<file path="src/rtl/proj1_pkg.sv">
// Shared proj1 constants and the store-trace entry record.
package proj1_pkg;
    localparam int unsigned ADDR_W = 8;
    localparam int unsigned DATA_W = 16;
    localparam int unsigned SEQ_W  = 8;

    typedef struct packed {
        logic [ADDR_W-1:0] addr;
        logic [DATA_W-1:0] data;
        logic [SEQ_W-1:0]  seq;
    } trace_entry_t;
endpackage

</file>
<file path="src/rtl/store_trace_mem.sv">
// Store-trace entry array: one synchronous write port, one asynchronous read port.
module store_trace_mem #(
    parameter int unsigned DEPTH = 8,
    parameter int unsigned W     = 32
) (
    input  logic                     clk,
    input  logic                     we_i,
    input  logic [$clog2(DEPTH)-1:0] waddr_i,
    input  logic [W-1:0]             wdata_i,
    input  logic [$clog2(DEPTH)-1:0] raddr_i,
    output logic [W-1:0]             rdata_o
);
    logic [W-1:0] mem_q [DEPTH];

    always_ff @(posedge clk) begin
        if (we_i) begin
            mem_q[waddr_i] <= wdata_i;
        end
    end

    assign rdata_o = mem_q[raddr_i];
endmodule

</file>
<file path="src/rtl/store_trace_fifo.sv">
// Taps the CPU write port and queues each store edge as {addr, data, seq}.
// Optional address window filter: define STORE_TRACE_FILTER_EN.
module store_trace_fifo #(
    parameter int unsigned       DEPTH   = 8,
    parameter int unsigned       ADDR_W  = 8,
    parameter int unsigned       DATA_W  = 16,
    parameter logic [ADDR_W-1:0] FILT_LO = '0,
    parameter logic [ADDR_W-1:0] FILT_HI = '1
) (
    input  logic                       clk,
    input  logic                       rst,
    input  logic                       MemRW_IO,
    input  logic [ADDR_W-1:0]          MemAddr_IO,
    input  logic [DATA_W-1:0]          MemD_IO,
    output logic                       out_valid,
    input  logic                       out_ready,
    output logic [ADDR_W-1:0]          out_addr,
    output logic [DATA_W-1:0]          out_data,
    output logic [proj1_pkg::SEQ_W-1:0] out_seq,
    output logic [$clog2(DEPTH):0]     count,
    output logic                       full,
    output logic                       empty,
    output logic [7:0]                 drop_cnt
);
    import proj1_pkg::*;

    localparam int unsigned PTR_W = $clog2(DEPTH);
    localparam int unsigned CNT_W = PTR_W + 1;
    localparam int unsigned ENT_W = ADDR_W + DATA_W + SEQ_W;

    logic             rw_q;
    logic [PTR_W-1:0] wr_ptr_q, wr_ptr_d;
    logic [PTR_W-1:0] rd_ptr_q, rd_ptr_d;
    logic [CNT_W-1:0] count_q, count_d;
    logic [SEQ_W-1:0] seq_q, seq_d;
    logic [7:0]       drop_q, drop_d;
    logic             accept, push, pop, wr_en;
    logic [ENT_W-1:0] rd_entry;

`ifdef STORE_TRACE_FILTER_EN
    assign accept = (MemAddr_IO >= FILT_LO) && (MemAddr_IO <= FILT_HI);
`else
    logic unused_filt;
    assign unused_filt = ^{FILT_LO, FILT_HI};
    assign accept = 1'b1;
`endif

    assign full  = count_q == CNT_W'(DEPTH);
    assign empty = count_q == '0;

    always_comb begin
        push     = MemRW_IO & ~rw_q & accept;
        pop      = ~empty & out_ready;
        // A full FIFO still takes the store when the head leaves this cycle
        wr_en    = push & (~full | pop);
        wr_ptr_d = wr_ptr_q;
        rd_ptr_d = rd_ptr_q;
        count_d  = count_q;
        seq_d    = seq_q;
        drop_d   = drop_q;
        if (wr_en) wr_ptr_d = wr_ptr_q + PTR_W'(1);
        if (pop) rd_ptr_d = rd_ptr_q + PTR_W'(1);
        if (push) seq_d = seq_q + 8'd1;
        if (push && !wr_en && drop_q != 8'hFF) drop_d = drop_q + 8'd1;
        case ({wr_en, pop})
            2'b10:   count_d = count_q + CNT_W'(1);
            2'b01:   count_d = count_q - CNT_W'(1);
            default: count_d = count_q;
        endcase
    end

    always_ff @(posedge clk) begin
        if (rst) begin
            rw_q     <= 1'b1;
            wr_ptr_q <= '0;
            rd_ptr_q <= '0;
            count_q  <= '0;
            seq_q    <= '0;
            drop_q   <= '0;
        end else begin
            rw_q     <= MemRW_IO;
            wr_ptr_q <= wr_ptr_d;
            rd_ptr_q <= rd_ptr_d;
            count_q  <= count_d;
            seq_q    <= seq_d;
            drop_q   <= drop_d;
        end
    end

    store_trace_mem #(
        .DEPTH (DEPTH),
        .W     (ENT_W)
    ) u_mem (
        .clk     (clk),
        .we_i    (wr_en),
        .waddr_i (wr_ptr_q),
        .wdata_i ({MemAddr_IO, MemD_IO, seq_q}),
        .raddr_i (rd_ptr_q),
        .rdata_o (rd_entry)
    );

    // Gate fields so they read 0 rather than stale or unwritten storage
    assign out_valid = ~empty;
    assign out_addr  = out_valid ? rd_entry[ENT_W-1 -: ADDR_W] : '0;
    assign out_data  = out_valid ? rd_entry[SEQ_W +: DATA_W] : '0;
    assign out_seq   = out_valid ? rd_entry[SEQ_W-1:0] : '0;
    assign count     = count_q;
    assign drop_cnt  = drop_q;
endmodule
</file>
<file path="config.mk">
export PLATFORM = sky130hd
export DESIGN_NAME = store_trace_fifo
export DESIGN_NICKNAME = d
export VERILOG_FILES = /design/src/rtl/proj1_pkg.sv /design/src/rtl/store_trace_mem.sv /design/src/rtl/store_trace_fifo.sv
export SDC_FILE = /design/constraint.sdc
export NUM_CORES = 1
export LEC_CHECK = 0
export CAP_MARGIN = 10
export CORE_MARGIN = 2
export CORE_UTILIZATION = 55
export CTS_BUF_LIST = sky130_fd_sc_hd__clkbuf_2
export CTS_CLUSTER_SIZE = 20
export DETAILED_ROUTE_END_ITERATION = 6
export GPL_ROUTABILITY_DRIVEN = 0
export MAX_ROUTING_LAYER = met4
export PLACE_DENSITY = 0.75
export REMOVE_ABC_BUFFERS = 1
export SLEW_MARGIN = 25
export SYNTH_ARGS = -nofsm -noshare
export SYNTH_HDL_FRONTEND = slang
export SYNTH_HIERARCHICAL = 1
export SYNTH_SLANG_ARGS = --single-unit
</file>
<file path="constraint.sdc">
create_clock -name clk -period 12 [get_ports clk]
set_input_delay 3.6 -clock clk [delete_from_list [all_inputs] [get_ports clk]]
set_output_delay 3.6 -clock clk [all_outputs]
set_load 0.03 [all_outputs]
</file>
-- Yosys cells after proc, flatten, opt, wreduce, memory -nomap -nowiden
Memories as Yosys holds them, arrays and structs flattened. A register that Yosys moved wholly into a read port is not among the register bits.
Index checks and enable logic that the tools add are counted.
- register bits: 27
- RAM bits: 256
- word-level logic and storage cells: 37
- memories: 1
- memory list (name ; depth ; width ; rd ports ; clocked after memory_dff ; write ports ; RTL line ; source):
    u_mem.mem_q ; 8 ; 32 ; 1 ; 1 ; 1 ; store_trace_mem.sv:13 ; logic [W-1:0] mem_q [DEPTH];
- add/subtract/negate cells: 6
- equal/unequal tests: 4
- mux-type cells: 8
- bitwise gates (word level): 7
- reduce and logical (&&, ||, !) cells: 5
- operators with widths (operator ; count):
    8-bit by 1-bit adder with 8-bit output (second input constant) ; 2
    16-bit 2-to-1 mux ; 1
    8-bit 2-to-1 mux ; 2
    8-bit != test (second input constant) ; 1
    4-bit one-hot mux with 2 select lines ; 1
    3-bit by 1-bit adder with 3-bit output (second input constant) ; 2
    3-bit 2-to-1 mux ; 2
    4-bit by 1-bit adder with 4-bit output (second input constant) ; 1
    4-bit equality test (second input constant) ; 1
    4-bit logical NOT ; 1
    4-bit by 1-bit subtractor with 4-bit output (second input constant) ; 1
    1-bit bitwise AND ; 3
    1-bit NOT ; 3
    2-bit by 1-bit equality test with 1-bit output (second input constant) ; 1
    2-bit equality test (second input constant) ; 1
    1-bit logical AND ; 2
    1-bit 2-to-1 mux ; 2
    2-bit nonzero test ; 1
    1-bit logical NOT ; 1
    1-bit bitwise OR ; 1

-- Longest topological paths before layout
Gate-level depths: netlist (run 1).
- word-level depth: 8
- mapped depth: 8
- depth with buffers taken out: 8

-- Cells and area by module
Netlist (run 1), hierarchy kept.
- by module, submodules not included (module ; times used ; cells an instance ; area an instance (um^2)):
    store_trace_mem ; 1 ; 383 ; 9825.7
    store_trace_fifo ; 1 ; 188 ; 1652.8

-- Least setup slack after synthesis (run 1)
Ideal clock, no wire load.
- kind: input to register
- start point: in out_ready
- end point: mem u_mem.mem_q[0][0], enable pin
- setup time: 0.461 ns
- data arrival time: 6.541 ns
- required time: 11.539 ns
- path slack: 4.998 ns
- cell stages on the path: 5
- path buffers: 1
- cells stage by stage: buf_2 nor2b_1 a21oi_1 nand2b_1 nor3_1
- cells in the longest elaborated chain, start to end: 5
- RTL lines (what ; RTL line ; source):
    from (decl) ; store_trace_fifo.sv:16 ; input logic out_ready,
    1-bit bitwise AND ; store_trace_fifo.sv:53 ; pop = ~empty & out_ready;
    1-bit bitwise OR ; store_trace_fifo.sv:55 ; wr_en = push & (~full | pop);
    1-bit bitwise AND ; store_trace_fifo.sv:55 ;
    net wr_en ; store_trace_fifo.sv:37 ; logic accept, push, pop, wr_en;
    1-bit 2-to-1 mux ; store_trace_mem.sv:16 ; if (we_i) begin
    1-bit 2-to-1 mux (implied by the code) ; store_trace_mem.sv:17 ; mem_q[waddr_i] <= wdata_i;
    to (decl) ; store_trace_mem.sv:13 ;
The timed path passes the listed nets, and every way through them passes these cells.

==> summary.md, run 1 <==
| Metric | Value |
|---|---|
| Synthesis-to-layout area growth | 15.8% |
| Clock buffer count from CTS | 70 |
| CP Cell Sequence | buf_4 -> mux4_1 -> mux2_2 -> and2_1 -> clkdlybuf4s50_1 |
| Die H | 148 um |
| Library cells used by synthesis | 49 |
| Cell depth of the worst setup path | 5 |
| Routed len/inst | 21.1 um |
| CP Launch Type | flop |
| Final Hold Vio Count | 0 |
| Crit Reg-Reg Endpoint | count[3]$_SDFFE_PP0P_ |
| Post-synthesis instance area | 0.0115 mm2 |
| Cells after Synth | 571 |
| Finished Cell Area | 0.0133 mm2 |
| Most frequent cell after synthesis | edfxtp_1 |
| Setup TNS | 0 ns |
| Ys Warns | 6 |
| GRT Overall Usage | 20.8% |
| Layout cells sized above 1 | 27.1% |
| Buf/Inv on CP | 2 |
| Detailed Route WL | 21.5 mm |
| Fill count | 1376 |
| R2r startpoint | count[0]$_SDFFE_PP0P_ |
| Register area share after synthesis | 71.7% |
| Post-Synth Adder-Cell Area | 0.828% |
| IO Count | 75 |
| Initial antenna violation count | 1 |
| R2R setup slack | 9.34 ns |
| Outcome | complete, no violations |
| Final Setup Violations | 0 |
| Synth area leaders | edfxtp_1 67%, mux4_1 9.2%, dfxtp_1 4.7% |
| Core area | 0.0204 mm2 |
| Post-CTS Setup Bufs | 0 |
| Most frequent cells after synthesis | 256 x edfxtp_1, 40 x mux4_1, 34 x and2_1 |
| R2R depth | 8 |
| Fmax | 135 MHz |
| Skew-Pair Late Insertion Delay | 0.78 ns |
| Slowest Stage Delay on Critical Path | 0.70 ns |
| Die X-Extent | 148 um |
| Hold Path Depth | 1 |
| Fin util | 65.3% |
| Master of the slowest instance on the critical path | buf_4 |
| Post-Synth XOR/XNOR Area | 1.07% |
| Starting Density | 56.4% |
| Synth Area in Simple Gates | 5.68% |
| Total Nets Final | 739 |
| Final Max Tran Viols | 0 |
| Arrival time at the worst endpoint | 3.80 ns |
| Area share of the largest cell type after synthesis | 67.0% |
| PostCTS Resize Cnt | 0 |
| Peak supply drop | 0.176 mV |
| # hold bufs at CTS | 0 |
| Complex-gate fraction of the synthesized area | 1.34% |
| Max-slew headroom | 46.0% |
| Maximum fanout along the worst path | 45 |
| Post-synth top area cell | edfxtp_1 |
| Initial DRC Count | 381 |
| Largest net degree at the start of global routing | 47 |
| Worst Path Class, Setup | reg -> out |
| Max H-tree Level | 3 |
| Clock sink count | 283 |
| Final Worst Setup Slack | 4.60 ns |
| Asr flop ratio synth | 0% |
| DRC violations left | 0 |
| DP Area | 0.0127 mm2 |
| Hold_sp | drop_cnt[5]$_SDFFE_PP0P_ |
| Hpwl dp | 12.4 mm |
| EDFF count, synth | 256 |
| Static leakage | 4.42 nW |
| Root buffer selected by CTS | clkbuf_2 |
| Clk buf depth | 3 |
| Max Cap Violations | 0 |
| CP required | 8.40 ns |
| Combinational family with the most area after synthesis | multiplexers |
| Mux contribution to synthesized area | 17.8% |
| Routed Antenna Nets | 0 |
| Crit. End Element | output pin |
| Port Buffer Count | 74 |
| Average size of a mapped cell | 20.1 um2 |
| Actual slew at the worst max-slew pin | 0.811 ns |
| Yosys reg bits | 283 |
| Vias in the first global route | 6227 |
| Final worst-path cycle share | 61.6% |
| Worst-path clk slew | 0.08 ns |
| Clk_skew | 0.0416 ns |
| Row count | 52 |
| Hold path endpoint | drop_cnt[5]$_SDFFE_PP0P_ |
| Global-route wire length before repair | 33.3 mm |
| Min Tclk post-route | 7.40 ns |
| Delay-heaviest family, CP | buffers and inverters |
| Die ar. | 0.0220 mm2 |
| Via/cell ratio | 5.79 |
| Pre-CTS setup slack | 5.31 ns |
| Hold slack | 0.527 ns |
| Most used DFF post-synth | edfxtp_1 |
| First drt pass iteration count | 5 |
| CP startpoint | rd_ptr_q[0]$_SDFFE_PP0P_ |
| TritonCTS clock tree | built |
| Hold Path Class | reg -> reg |
| Gr ovfl total | 0 |
| RSZ-0062 raised after global routing | no |
| Vias | 5906 |
| Pwr/cell area | 179 mW/mm2 |
[where the power goes]
part           total [mW]  switching [mW]  internal [mW]
Combinational       0.667           0.346          0.322
Clock               0.595           0.353          0.242
Sequential           1.12          0.0350           1.08
[how the worst max path moves through the flow]
| stage | end | slack, ns |
|---|---|---|
| 6_report | out_addr[5] | 4.60 |
| 5_1_grt | out_addr[5] | 4.39 |
| 4_1_cts | out_addr[5] | 4.46 |
| 3_5_place_dp | out_addr[5] | 5.31 |
| 3_3_place_gp | out_data[8] | 5.36 |
| 2_1_floorplan | out_addr[0] | 4.91 |
[stage by stage]
| step | std cells | total power [mW] |
|---|---|---|
| finish | 1020 | 2.38 |
| global route | 1020 | 2.49 |
| CTS | 1019 | 2.42 |
| detailed placement | 902 | 1.82 |
| global placement | 894 | 1.81 |
| floorplan | 544 | 1.58 |
[registers in the layout (all words and copies together) (netlist names)]
| register | flops |
|---|---|
| u_mem/mem_q | 256 |
| seq_q | 8 |
| drop_cnt | 8 |
| rd_ptr_q | 3 |
| count | 4 |
| rw_q | 1 |
| wr_ptr_q | 3 |
[cells by family after synthesis]
family / count (synthesis)
AOI/OAI and AO/OA: 21
DFF: 283
muxes: 103
buffers and inverters: 31
xor gates and xnor gates: 14
adders and majority gates: 7
and+or+nand+nor: 112
[cell usage in the layout, fill, tap and decap left out, types with 4 or more instances in the layout]
master	synthesis	routed
mux4_1	40	40
and2_1	34	34
clkinv_1	0	13
clkbuf_2	0	100
buf_16	0	7
clkdlybuf4s50_1	0	73
mux2_2	32	32
a21oi_1	9	9
nor2_4	0	6
nand3_1	7	7
dfxtp_1	27	24
nand4_1	4	4
nand2_1	10	10
edfxtp_1	256	256
nor2_1	28	22
mux2_4	4	4
inv_2	1	4
mux4_2	24	24
ha_1	6	6
buf_4	0	6
nand2b_1	5	5
xor2_1	11	11
[layout make-up]
type | count | area, um2 | area share [%]
Sequential cell | 283 | 8240 | 61.9
Antenna cell | 1 | 2.50 | 0.0188
Inverter | 4 | 15.0 | 0.113
Multi-Input combinational cell | 257 | 3120 | 23.5
Timing Repair Buffer | 88 | 993 | 7.47
Clock buffer | 100 | 500 | 3.76
Tap cell | 270 | 338 | 2.54
Clock inverter | 17 | 90.1 | 0.678
[layer usage]
layer / vias up / global-route usage, % / part of all wire, % / routed length (um)
li1: 2639 / - / - / -
met1: 3024 / 26.1 / 42 / 9040
met2: 213 / 34.2 / 51 / 11000
met3: 30 / 4.33 / 5.4 / 1160
met4: 0 / 7.62 / 1.6 / 348
met5: - / - / 0 / 0
(Power assumes the default switching activity.)
==> run 2: changes to the inputs <==
==> constraint.sdc (replaced) <==
create_clock -name clk -period 7.56 [get_ports clk]
set_input_delay 2.268 -clock clk [delete_from_list [all_inputs] [get_ports clk]]
set_output_delay 2.268 -clock clk [all_outputs]
set_load 0.03 [all_outputs]
==> run 2 against run 1 <==
First-iteration DRC count decreased by 17%. Clock power increased by 46%. Worst hold slack worse by 0.0086 ns. Wire length decreased by 4.3%. Setup slack worse by 3.2 ns. Cell count fell by 0.98%. Count of clock-buffer cells in the layout decreased by 6. Cell area down 0.62%. Via count down 2.8%. Flip-flop and latch count is the same. Combinational power increased by 53%.
==> summary.md, run 2 (synthesis gave the netlist of run 1 again) <==
| Metric | Value |
|---|---|
| Outcome | complete, no violations |
| Worst-path clk slew | 0.11 ns |
| Slowest Stage Delay on Critical Path | 0.97 ns |
| Gr ovfl total | 0 |
| Vias | 5740 |
| Max-slew headroom | 33.0% |
| Skew-Pair Late Insertion Delay | 0.78 ns |
| Multi-input logic area | 0.00312 mm2 |
| Crit. End Element | output pin |
| GRT Overall Usage | 20.6% |
| Total power | 3.70 mW |
| First drt pass iteration count | 4 |
| Fill count | 1391 |
| Vias in the first global route | 6110 |
| Max Cap Violations | 0 |
| Global-route wire length before repair | 33.0 mm |
| CP required | 5.29 ns |
| Master of the slowest instance on the critical path | dfxtp_4 |
| Routed Antenna Nets | 0 |
| Die X-Extent | 148 um |
| Synthesis-to-layout area growth | 15.1% |
| Max H-tree Level | 3 |
| Clk buf depth | 3 |
| Root buffer selected by CTS | clkbuf_2 |
| Largest Register | u_mem/mem_q |
| Buf/Inv on CP | 2 |
| Layout cells sized above 1 | 26.4% |
| Starting Density | 56.4% |
| Die ar. | 0.0220 mm2 |
| Port Buffer Count | 74 |
| RSZ-0062 raised after global routing | no |
| Clk_skew | 0.0368 ns |
| Row count | 52 |
| Die H | 148 um |
| Setup TNS | 0 ns |
| Delay-heaviest family, CP | buffers and inverters |
| TritonCTS clock tree | built |
| DRC violations left | 0 |
| Final Max Tran Viols | 0 |
| Final Hold Vio Count | 0 |
| Actual slew at the worst max-slew pin | 1.00 ns |
| Final worst-path cycle share | 81.0% |
| Hpwl dp | 12.1 mm |
| Routed len/inst | 20.4 um |
| Largest net degree at the start of global routing | 51 |
| Min Tclk post-route | 6.13 ns |
| Pwr/cell area | 280 mW/mm2 |
| Post-CTS Setup Bufs | 0 |
| Initial antenna violation count | 1 |
| PostCTS Resize Cnt | 0 |
| Static leakage | 4.37 nW |
| CP Cell Sequence | buf_4 -> mux4_1 -> mux2_2 -> and2_1 -> clkdlybuf4s50_1 |
| Fin util | 64.9% |
| Arrival time at the worst endpoint | 3.86 ns |
| IO Count | 75 |
| Hold Path Class | reg -> reg |
| Commonest cells after routing, fill and taps aside | 256 x edfxtp_1, 94 x clkbuf_2, 73 x clkdlybuf4s50_1 |
| CP Launch Type | flop |
| Detailed Route WL | 20.6 mm |
| Maximum fanout along the worst path | 50 |
| Clock buffer count from CTS | 66 |
| Initial DRC Count | 318 |
| Finished Cell Area | 0.0132 mm2 |
| Most common cell after layout, fill and taps aside | edfxtp_1 |
| Via/cell ratio | 5.68 |
| Clock sink count | 283 |
| Max reg flops | 256 |
| Final Setup Violations | 0 |
| Worst Path Class, Setup | reg -> out |
| DP Area | 0.0127 mm2 |
| Fmax | 163 MHz |
| # hold bufs at CTS | 0 |
| Sequential standard cell area | 0.00824 mm2 |
| Core area | 0.0204 mm2 |
| Total Nets Final | 735 |
| Peak supply drop | 0.384 mV |
run 2: changes by cell type in the layout (fill, tap and decap cells not counted):
cell       change
clkinv_1       -2
bufinv_16      -1
clkinv_2       +1
clkbuf_2       -6
buf_16         -1
inv_2          -2
buf_8          +1
run 2: path summary, 6_finish.rpt:
check / endpoint / cells past startpoint / slack (ns) / from
worst max-delay path: out_seq[7] / 5 / 1.43 / rd_ptr_q[0]$_SDFFE_PP0P_
worst min-delay path: drop_cnt[5]$_SDFFE_PP0P_ / 1 / 0.52 / drop_cnt[5]$_SDFFE_PP0P_
worst max register to register: count[3]$_SDFFE_PP0P_ / 8 / 4.89 / count[3]$_SDFFE_PP0P_
worst min register to register: drop_cnt[5]$_SDFFE_PP0P_ / 1 / 0.52 / drop_cnt[5]$_SDFFE_PP0P_
run 2: stage by stage:
step | cells | worst slack, ns | hold slack (ns)
finish | 1010 | 1.43 | 0.518
global placement | 894 | 2.22 | 0.480
global route | 1010 | 1.24 | 0.559
CTS | 1009 | 1.32 | 0.523
detailed placement | 902 | 2.19 | 0.500
floorplan | 544 | 1.80 | 0.492
run 2: worst reg2reg max path: stages, from the launching register on:
cell	delay (ns)
dfxtp_1	0.42
or4_4	0.82
nand3_2	0.21
inv_2	0.07
ha_1	0.33
nand3_1	0.14
a21oi_1	0.25
mux2i_1	0.22
a31oi_1	0.09
run 2: where the power goes:
group	total [mW]	internal (mW)	switching (mW)	leakage, nW
logic	1.02	0.512	0.513	1.39
registers	1.81	1.72	0.0944	2.56
clock network	0.866	0.327	0.538	0.416
run 2: layout make-up:
cell class | count | share of cell area, %
diodes | 1 | 0.0189
clock inverters | 13 | 0.379
flip-flops and latches | 283 | 62.3
multi-input cells | 257 | 23.6
repair buffers | 88 | 7.42
clock buffers | 94 | 3.56
inverters | 4 | 0.114
well taps | 270 | 2.56
run 2: layer usage:
| metal | part of all wire [%] | track usage, % | vias up |
|---|---|---|---|
| li1 | - | - | 2626 |
| met1 | 43 | 26.3 | 2920 |
| met2 | 50 | 33.5 | 160 |
| met3 | 4.9 | 4.17 | 34 |
| met4 | 1.6 | 7.14 | 0 |
| met5 | 0 | - | - |
